File: src/rtl/rr_reg_arbiter_if.sv
// Handshake bundle between N_REQ write requesters and the shared-register arbiter.
// Requesters drive the master side and the arbiter drives the slave side.
interface rr_reg_arbiter_if #(
  parameter int N_REQ  = 4,
  parameter int DATA_W = 8
);
  logic [N_REQ-1:0]        req;
  logic [N_REQ*DATA_W-1:0] wr_data;
  logic [N_REQ-1:0]        gnt;
  logic [N_REQ-1:0]        done;
  logic [DATA_W-1:0]       reg_q;
  logic                    busy;

  modport master (output req, wr_data, input gnt, done, reg_q, busy);
  modport slave  (input req, wr_data, output gnt, done, reg_q, busy);
endinterface

File: src/rtl/rr_reg_arbiter.sv
// Round-robin owner of one shared register: grant -> load -> hold HOLD_CYCLES -> done pulse.
// One grant per HOLD_CYCLES+3 cycles; requests arriving while busy wait and are never preempted.
module rr_reg_arbiter #(
  parameter int N_REQ       = 4,
  parameter int DATA_W      = 8,
  parameter int HOLD_CYCLES = 2
) (
  input  logic            clk,
  input  logic            rst,
  rr_reg_arbiter_if.slave bus
);
  localparam int IDX_W = (N_REQ > 1) ? $clog2(N_REQ) : 1;
  localparam int CNT_W = (HOLD_CYCLES > 1) ? $clog2(HOLD_CYCLES) : 1;

  typedef enum logic [1:0] {IDLE, GRANT, HOLD, DONE} state_t;

  state_t           state;
  logic [IDX_W-1:0] last;
  logic [IDX_W-1:0] winner;
  logic [CNT_W-1:0] cnt;
  logic [IDX_W-1:0] pick;
  logic [IDX_W-1:0] idx;
  logic             found;

  function automatic logic [N_REQ-1:0] onehot(input logic [IDX_W-1:0] i);
    onehot    = '0;
    onehot[i] = 1'b1;
  endfunction

  // First pending requester strictly after the last winner, wrapping around.
  always_comb begin
    pick  = last;
    found = 1'b0;
    idx   = '0;
    for (int k = 1; k <= N_REQ; k++) begin
      idx = IDX_W'((int'(last) + k) % N_REQ);
      if (!found && bus.req[idx]) begin
        pick  = idx;
        found = 1'b1;
      end
    end
  end

  always_ff @(posedge clk or posedge rst) begin
    if (rst) begin
      state    <= IDLE;
      last     <= IDX_W'(N_REQ - 1);
      winner   <= '0;
      cnt      <= '0;
      bus.gnt  <= '0;
      bus.done <= '0;
      bus.busy <= 1'b0;
      bus.reg_q <= '0;
    end else begin
      case (state)
        IDLE: begin
          if (|bus.req) begin
            winner   <= pick;
            last     <= pick;
            bus.gnt  <= onehot(pick);
            bus.busy <= 1'b1;
            state    <= GRANT;
          end
        end
        GRANT: begin
          if (bus.req[winner]) begin
            bus.reg_q <= bus.wr_data[int'(winner)*DATA_W +: DATA_W];
            cnt       <= CNT_W'(HOLD_CYCLES - 1);
            state     <= HOLD;
          end else begin
            // Requester withdrew: drop the grant, keep the pointer advanced.
            bus.gnt  <= '0;
            bus.busy <= 1'b0;
            state    <= IDLE;
          end
        end
        HOLD: begin
          if (cnt == '0) begin
            bus.gnt  <= '0;
            bus.done <= onehot(winner);
            state    <= DONE;
          end else begin
            cnt <= cnt - 1'b1;
          end
        end
        DONE: begin
          bus.done <= '0;
          bus.busy <= 1'b0;
          state    <= IDLE;
        end
        default: state <= IDLE;
      endcase
    end
  end
endmodule

File: src/flat_wrapper.sv
// flat-port wrapper written by rule: the top's interface ports become plain ports
module rr_reg_arbiter_flat 
#(
  parameter int N_REQ       = 4,
  parameter int DATA_W      = 8,
  parameter int HOLD_CYCLES = 2
)
  (clk, rst, bus_req, bus_wr_data, bus_gnt, bus_done, bus_reg_q, bus_busy);
  rr_reg_arbiter_if #(.N_REQ(N_REQ), .DATA_W(DATA_W)) bus_i ();
  input  logic clk;
  input  logic rst;
  input wire logic [$bits(bus_i.req)-1:0] bus_req;
  input wire logic [$bits(bus_i.wr_data)-1:0] bus_wr_data;
  output wire logic [$bits(bus_i.gnt)-1:0] bus_gnt;
  output wire logic [$bits(bus_i.done)-1:0] bus_done;
  output wire logic [$bits(bus_i.reg_q)-1:0] bus_reg_q;
  output wire logic [$bits(bus_i.busy)-1:0] bus_busy;
  assign bus_i.req = bus_req;
  assign bus_i.wr_data = bus_wr_data;
  assign bus_gnt = bus_i.gnt;
  assign bus_done = bus_i.done;
  assign bus_reg_q = bus_i.reg_q;
  assign bus_busy = bus_i.busy;
  rr_reg_arbiter #(.N_REQ(N_REQ), .DATA_W(DATA_W), .HOLD_CYCLES(HOLD_CYCLES)) u_core (.clk(clk), .rst(rst), .bus(bus_i));
endmodule
File: config.mk
export PLATFORM = sky130hd
export DESIGN_NAME = rr_reg_arbiter_flat
export DESIGN_NICKNAME = d
export VERILOG_FILES = /design/src/rtl/rr_reg_arbiter_if.sv /design/src/rtl/rr_reg_arbiter.sv /design/src/flat_wrapper.sv
export SDC_FILE = /design/constraint.sdc
export NUM_CORES = 1
export LEC_CHECK = 0
export CAP_MARGIN = 20
export CELL_PAD_IN_SITES_DETAIL_PLACEMENT = 1
export CELL_PAD_IN_SITES_GLOBAL_PLACEMENT = 1
export CORE_MARGIN = 4
export CORE_UTILIZATION = 34
export CTS_CLUSTER_DIAMETER = 200
export DETAILED_ROUTE_END_ITERATION = 8
export PLACE_DENSITY_LB_ADDON = 0.1
export SYNTH_ARGS = -nofsm -noshare
export SYNTH_HDL_FRONTEND = slang
export SYNTH_SLANG_ARGS = --single-unit
File: constraint.sdc
create_clock -name clk -period 2.18 [get_ports clk]
set_clock_uncertainty 0.1 [all_clocks]
set_input_delay 0.218 -clock clk [delete_from_list [all_inputs] [get_ports clk]]
set_output_delay 0.218 -clock clk [all_outputs]
set_load 0.05 [all_outputs]
== Yosys cells after proc, flatten, opt, wreduce, memory -nomap -nowiden ==
Index checks and enable logic that the tools add are counted.

* Register bits after elaboration: 24
* Bits in latches: 0
* Bits in writable memories: 0
* Bits in read-only memories: 0
* Bits of input ports: 38
* Word-level logic and storage cells: 87
* Memories: 0

* $add $sub $neg: 5
* Multiply operators: 0
* Divide/modulo/power cells: 0
* Order comparisons: 8
* Equality and inequality tests: 7
* Shift operators: 1
* Muxes and demuxes: 37
* Bitwise logic cells: 0
* Reductions and logical operators: 21

{| class="wikitable"
|+ Operators by type and width
! kind !! number
|-
| indexed part select 32 x 6 -> 8 bit || 1
|-
| < comparator 2 x 3 -> 1 bit (second input constant) || 6
|-
| two-way mux 4 bit || 4
|-
| two-way mux 1 bit || 14
|-
| two-way mux 2 bit || 7
|-
| case mux 4 bit (3 select lines) || 1
|-
| binary-select mux 1 bit (select 2 bit) || 5
|-
| AND reduction 2 bit || 5
|-
| case mux 2 bit (4 select lines) || 1
|-
| case mux 4 bit (2 select lines) || 1
|-
| nonzero test 3 bit || 2
|-
| logical AND 1 bit || 5
|-
| adder 2 x 1 -> 2 bit (second input constant) || 2
|-
| adder 2 bit (second input constant) || 2
|-
| demux 1 bit (select 2 bit) || 2
|-
| == test 2 bit (second input constant) || 2
|-
| greater-or-equal comparator 2 x 1 -> 1 bit (second input constant) || 2
|-
| inequality test 2 x 1 -> 1 bit (second input constant) || 2
|-
| inequality test 2 bit (second input constant) || 2
|-
| AND reduction 4 bit || 1
|-
| nonzero test 2 bit || 2
|-
| OR reduction 4 bit || 1
|-
| logical NOT 1 bit || 3
|-
| case mux 1 bit (3 select lines) || 1
|-
| 5 further kinds || 5
|}

== Logic depth before layout (Yosys ltp) ==
* Depth in word-level cells: 19
* Mapped depth: 7

== Worst setup path before layout ==
OpenSTA, ideal clock, no wires.

* Path kind: flip-flop to flip-flop
* Start: reg with a tool-made name
* End: reg u_core.bus.reg_q[0]
* Arrival time: 1.507 ns
* Data required time: 1.955 ns
* Slack: 0.449 ns
* Cell stages (with the launch flop): 7
* Cells stage by stage: dfrtp_1 inv_1 ha_1 nand2_1 o22ai_2 buf_4 mux2_2

{| class="wikitable"
|+ RTL lines
! element !! line !! text
|-
| end signal: assignment || rr_reg_arbiter.sv:67 || <nowiki>bus.reg_q <= bus.wr_data[int'(winner)*DATA_W +: DATA_W];</nowiki>
|-
| end: declaration || rr_reg_arbiter_if.sv:15 || <nowiki>modport slave (input req, wr_data, output gnt, done, reg_q, busy);</nowiki>
|}

==> run summary <==
Routed len/inst -> 18.2 µm
Cts hold-fix bufs -> 0
# rows -> 23
Distinct cells, synth -> 40
Required @ worst endpoint -> 2250 ps
Area Overhead vs Synth -> 46.5%
Ys Warns -> 0
Startpoint types -> flip-flop
DRC viols -> 0
Core Area -> 4060 µm²
Initial Utilization -> 35.8%
Vias per inst -> 5.35
Finished Layout Cells -> 226
IO Pins -> 55
CP Class -> flip-flop to flip-flop
Layout filler cell count -> 439
HPWL after detailed placement -> 3250 µm
Worst skew pair latency -> 270 ps
Post-Route WL -> 4100 µm
Slew Limit Fails -> 0
Inserted Diodes -> 0
Worst Tran Pin Value -> 648 ps
Setup tns final -> 0 ps
PD cells -> 1400 nW/µm²
Final setup vio count -> 0
Antenna violations before repair -> 0
Layout cells sized above 1 -> 22.2%
Most frequent cells in the layout -> clkdlybuf4s50_1, dfrtp_1, nand2_1, mux2_2, mux4_2
Placed cell count -> 222
Most common cell after layout, fill and taps aside -> clkdlybuf4s50_1
DR pass1 iterations -> 4
Cell Area, Synth -> 1450 µm²
Worst setup EP type -> flip-flop
Die Area -> 5380 µm²
Cells after Synth -> 117
Die width -> 73.3 µm
Peak supply drop -> 605 µV
Routability-driven placement congestion ratio -> 0.799
Highest Clock Rate -> 513 MHz
Clock buffer depth -> 2
Total number of vias -> 1210
H-tree Lvls -> 1
Fin. Hold Viols -> 0
Status -> finished clean
CP Data Arrival Time -> 2020 ps
#FFs+latches synth -> 24
Slew HR -> 56.8%
Die Y -> 73.3 µm
Final period util -> 89.4%
Root Driver -> clkbuf_8
Post-synthesis sequential area ratio -> 41.6%
Max-Cap Viols -> 0
Fin nets -> 220
CTS Buf Count -> 3
Vias in the first global route -> 1355
Crit-path max FO -> 7
Mapped Nets -> 160
First-pass GRT wire length -> 6770 µm
Largest net degree at the start of global routing -> 25
RSZ-0062 raised after global routing -> false
Worst Hold Class -> input pin to async pin
Gates resized, CTS repair -> 0
Drt initial violations -> 40
Min Tclk post-route -> 1950 ps
Post-CTS Setup Bufs -> 0
CTS tree -> done
Total GRT Usage -> 16.4%
# port buffers -> 54
Sink Count -> 24
Final ANT Viol Nets -> 0
Residual overflow from global routing -> 0
Average size of a mapped cell -> 12.4 µm²
Static leakage -> 0.892 nW
Reg clk slew, reported paths -> 90 ps
-- cells in the mapped netlist --
cell | n | area (µm²)
dfrtp_1 | 22 | 551
nand2_1 | 11 | 41.3
mux2_2 | 10 | 113
mux4_2 | 8 | 180
inv_1 | 7 | 26.3
o21ai_0 | 6 | 30.0
ha_1 | 5 | 62.6
a21o_1 | 3 | 22.5
a32o_1 | 3 | 30.0
mux2i_1 | 3 | 30.0
o31ai_1 | 3 | 22.5
buf_2 | 2 | 10.0
clkbuf_1 | 2 | 7.51
dfstp_2 | 2 | 52.6
nand2b_1 | 2 | 12.5
nand3b_1 | 2 | 15.0
nor2_1 | 2 | 7.51
nor4_1 | 2 | 12.5
a21boi_0 | 1 | 7.51
a21o_2 | 1 | 8.76
a21oi_1 | 1 | 5.00
a22oi_1 | 1 | 7.51
a31oi_2 | 1 | 12.5
buf_4 | 1 | 7.51
buf_6 | 1 | 11.3
mux4_1 | 1 | 26.3
nand3_1 | 1 | 5.00
nor2b_1 | 1 | 6.26
nor3_1 | 1 | 5.00
nor4bb_1 | 1 | 10.0
o211ai_1 | 1 | 7.51
o21ai_4 | 1 | 16.3
o221ai_1 | 1 | 8.76
o22ai_2 | 1 | 12.5
o31ai_2 | 1 | 12.5
o41ai_1 | 1 | 8.76
o41ai_2 | 1 | 16.3
or2b_1 | 1 | 7.51
or3_4 | 1 | 11.3
or4_4 | 1 | 11.3
-- layout make-up --
type,instances,area [µm²],area share [%]
multi-input combinational,80,786,37.0
sequential,24,603,28.4
timing repair buffer,61,593,27.9
tap,50,62.6,2.94
clock buffer,4,55.1,2.59
inverter,7,26.3,1.24
-- kinds of logic (layout without fill, tap and decap cells) --
| family | after synthesis | after routing | synth area share, % |
|---|---|---|---|
| AO/OA/AOI/OAI | 27 | 27 | 15.8 |
| AND/OR/NAND/NOR | 26 | 26 | 10.0 |
| flip-flops | 24 | 24 | 41.6 |
| multiplexers | 22 | 22 | 24.1 |
| buffers and inverters | 13 | 72 | 4.31 |
| adder cells (fa/ha/maj) | 5 | 5 | 4.31 |
-- final timing paths --
path	start	endpoint	slack, ps	cells past startpoint
max	flip-flop	u_core.bus.gnt[0]	230	7
max reg2reg	flip-flop	u_core.bus.gnt[0]	230	7
max in group asynchronous	rst	u_core.last[1]	1500	3
min reg2reg	u_core.bus.done[0]	u_core.bus.done[0]	390	2
min	rst	u_core.bus.reg_q[7]	190	3
min in group clk	u_core.bus.done[0]	u_core.bus.done[0]	390	2
-- routing by layer --
layer | GRT usage (%) | share of wire [%] | up-vias
li1 | - | - | 565
met1 | 20.2 | 42 | 600
met2 | 28.9 | 51 | 41
met3 | 3.01 | 6.9 | 4
met4 | 4.83 | 1.0 | 0
met5 | 0 | 0 | -
-- sequential cells by signal (all words and copies together), names as in the netlist, named ones only --
name / count
u_core.cnt: 1
u_core.bus.busy: 1
u_core.bus.reg_q: 8
u_core.last: 2
u_core.state: 1
u_core.bus.gnt: 4
u_core.bus.done: 4
u_core.winner: 2
-- per-stage QoR --
step	hold WS, ps	total power, mW	util, %	cell area (µm²)	worst slack, ps
final	193	2.97	52.4	2130	232
after CTS	206	3.00	52.4	2130	221
after floorplan	131	2.12	-	1450	449
after detailed placement	377	2.68	51.0	2070	27.5
after global routing	243	3.16	52.4	2130	72.2
after global placement	358	2.62	51.0	2070	94.2
-- power by group --
part | internal (mW) | switching [mW] | total (mW)
Clock | 0.162 | 0.153 | 0.315
Sequential | 0.648 | 0.156 | 0.804
Combinational | 0.822 | 1.03 | 1.85
-- critical path, stage by stage (launching register included) --
cell and delay [ps]:
dfrtp_1 420, inv_1 80, ha_1 240, nand2b_1 120, o22ai_2 80, buf_4 170, or3_4 400, o41ai_2 230
No activity file was read; power rests on OpenSTA's default activity.
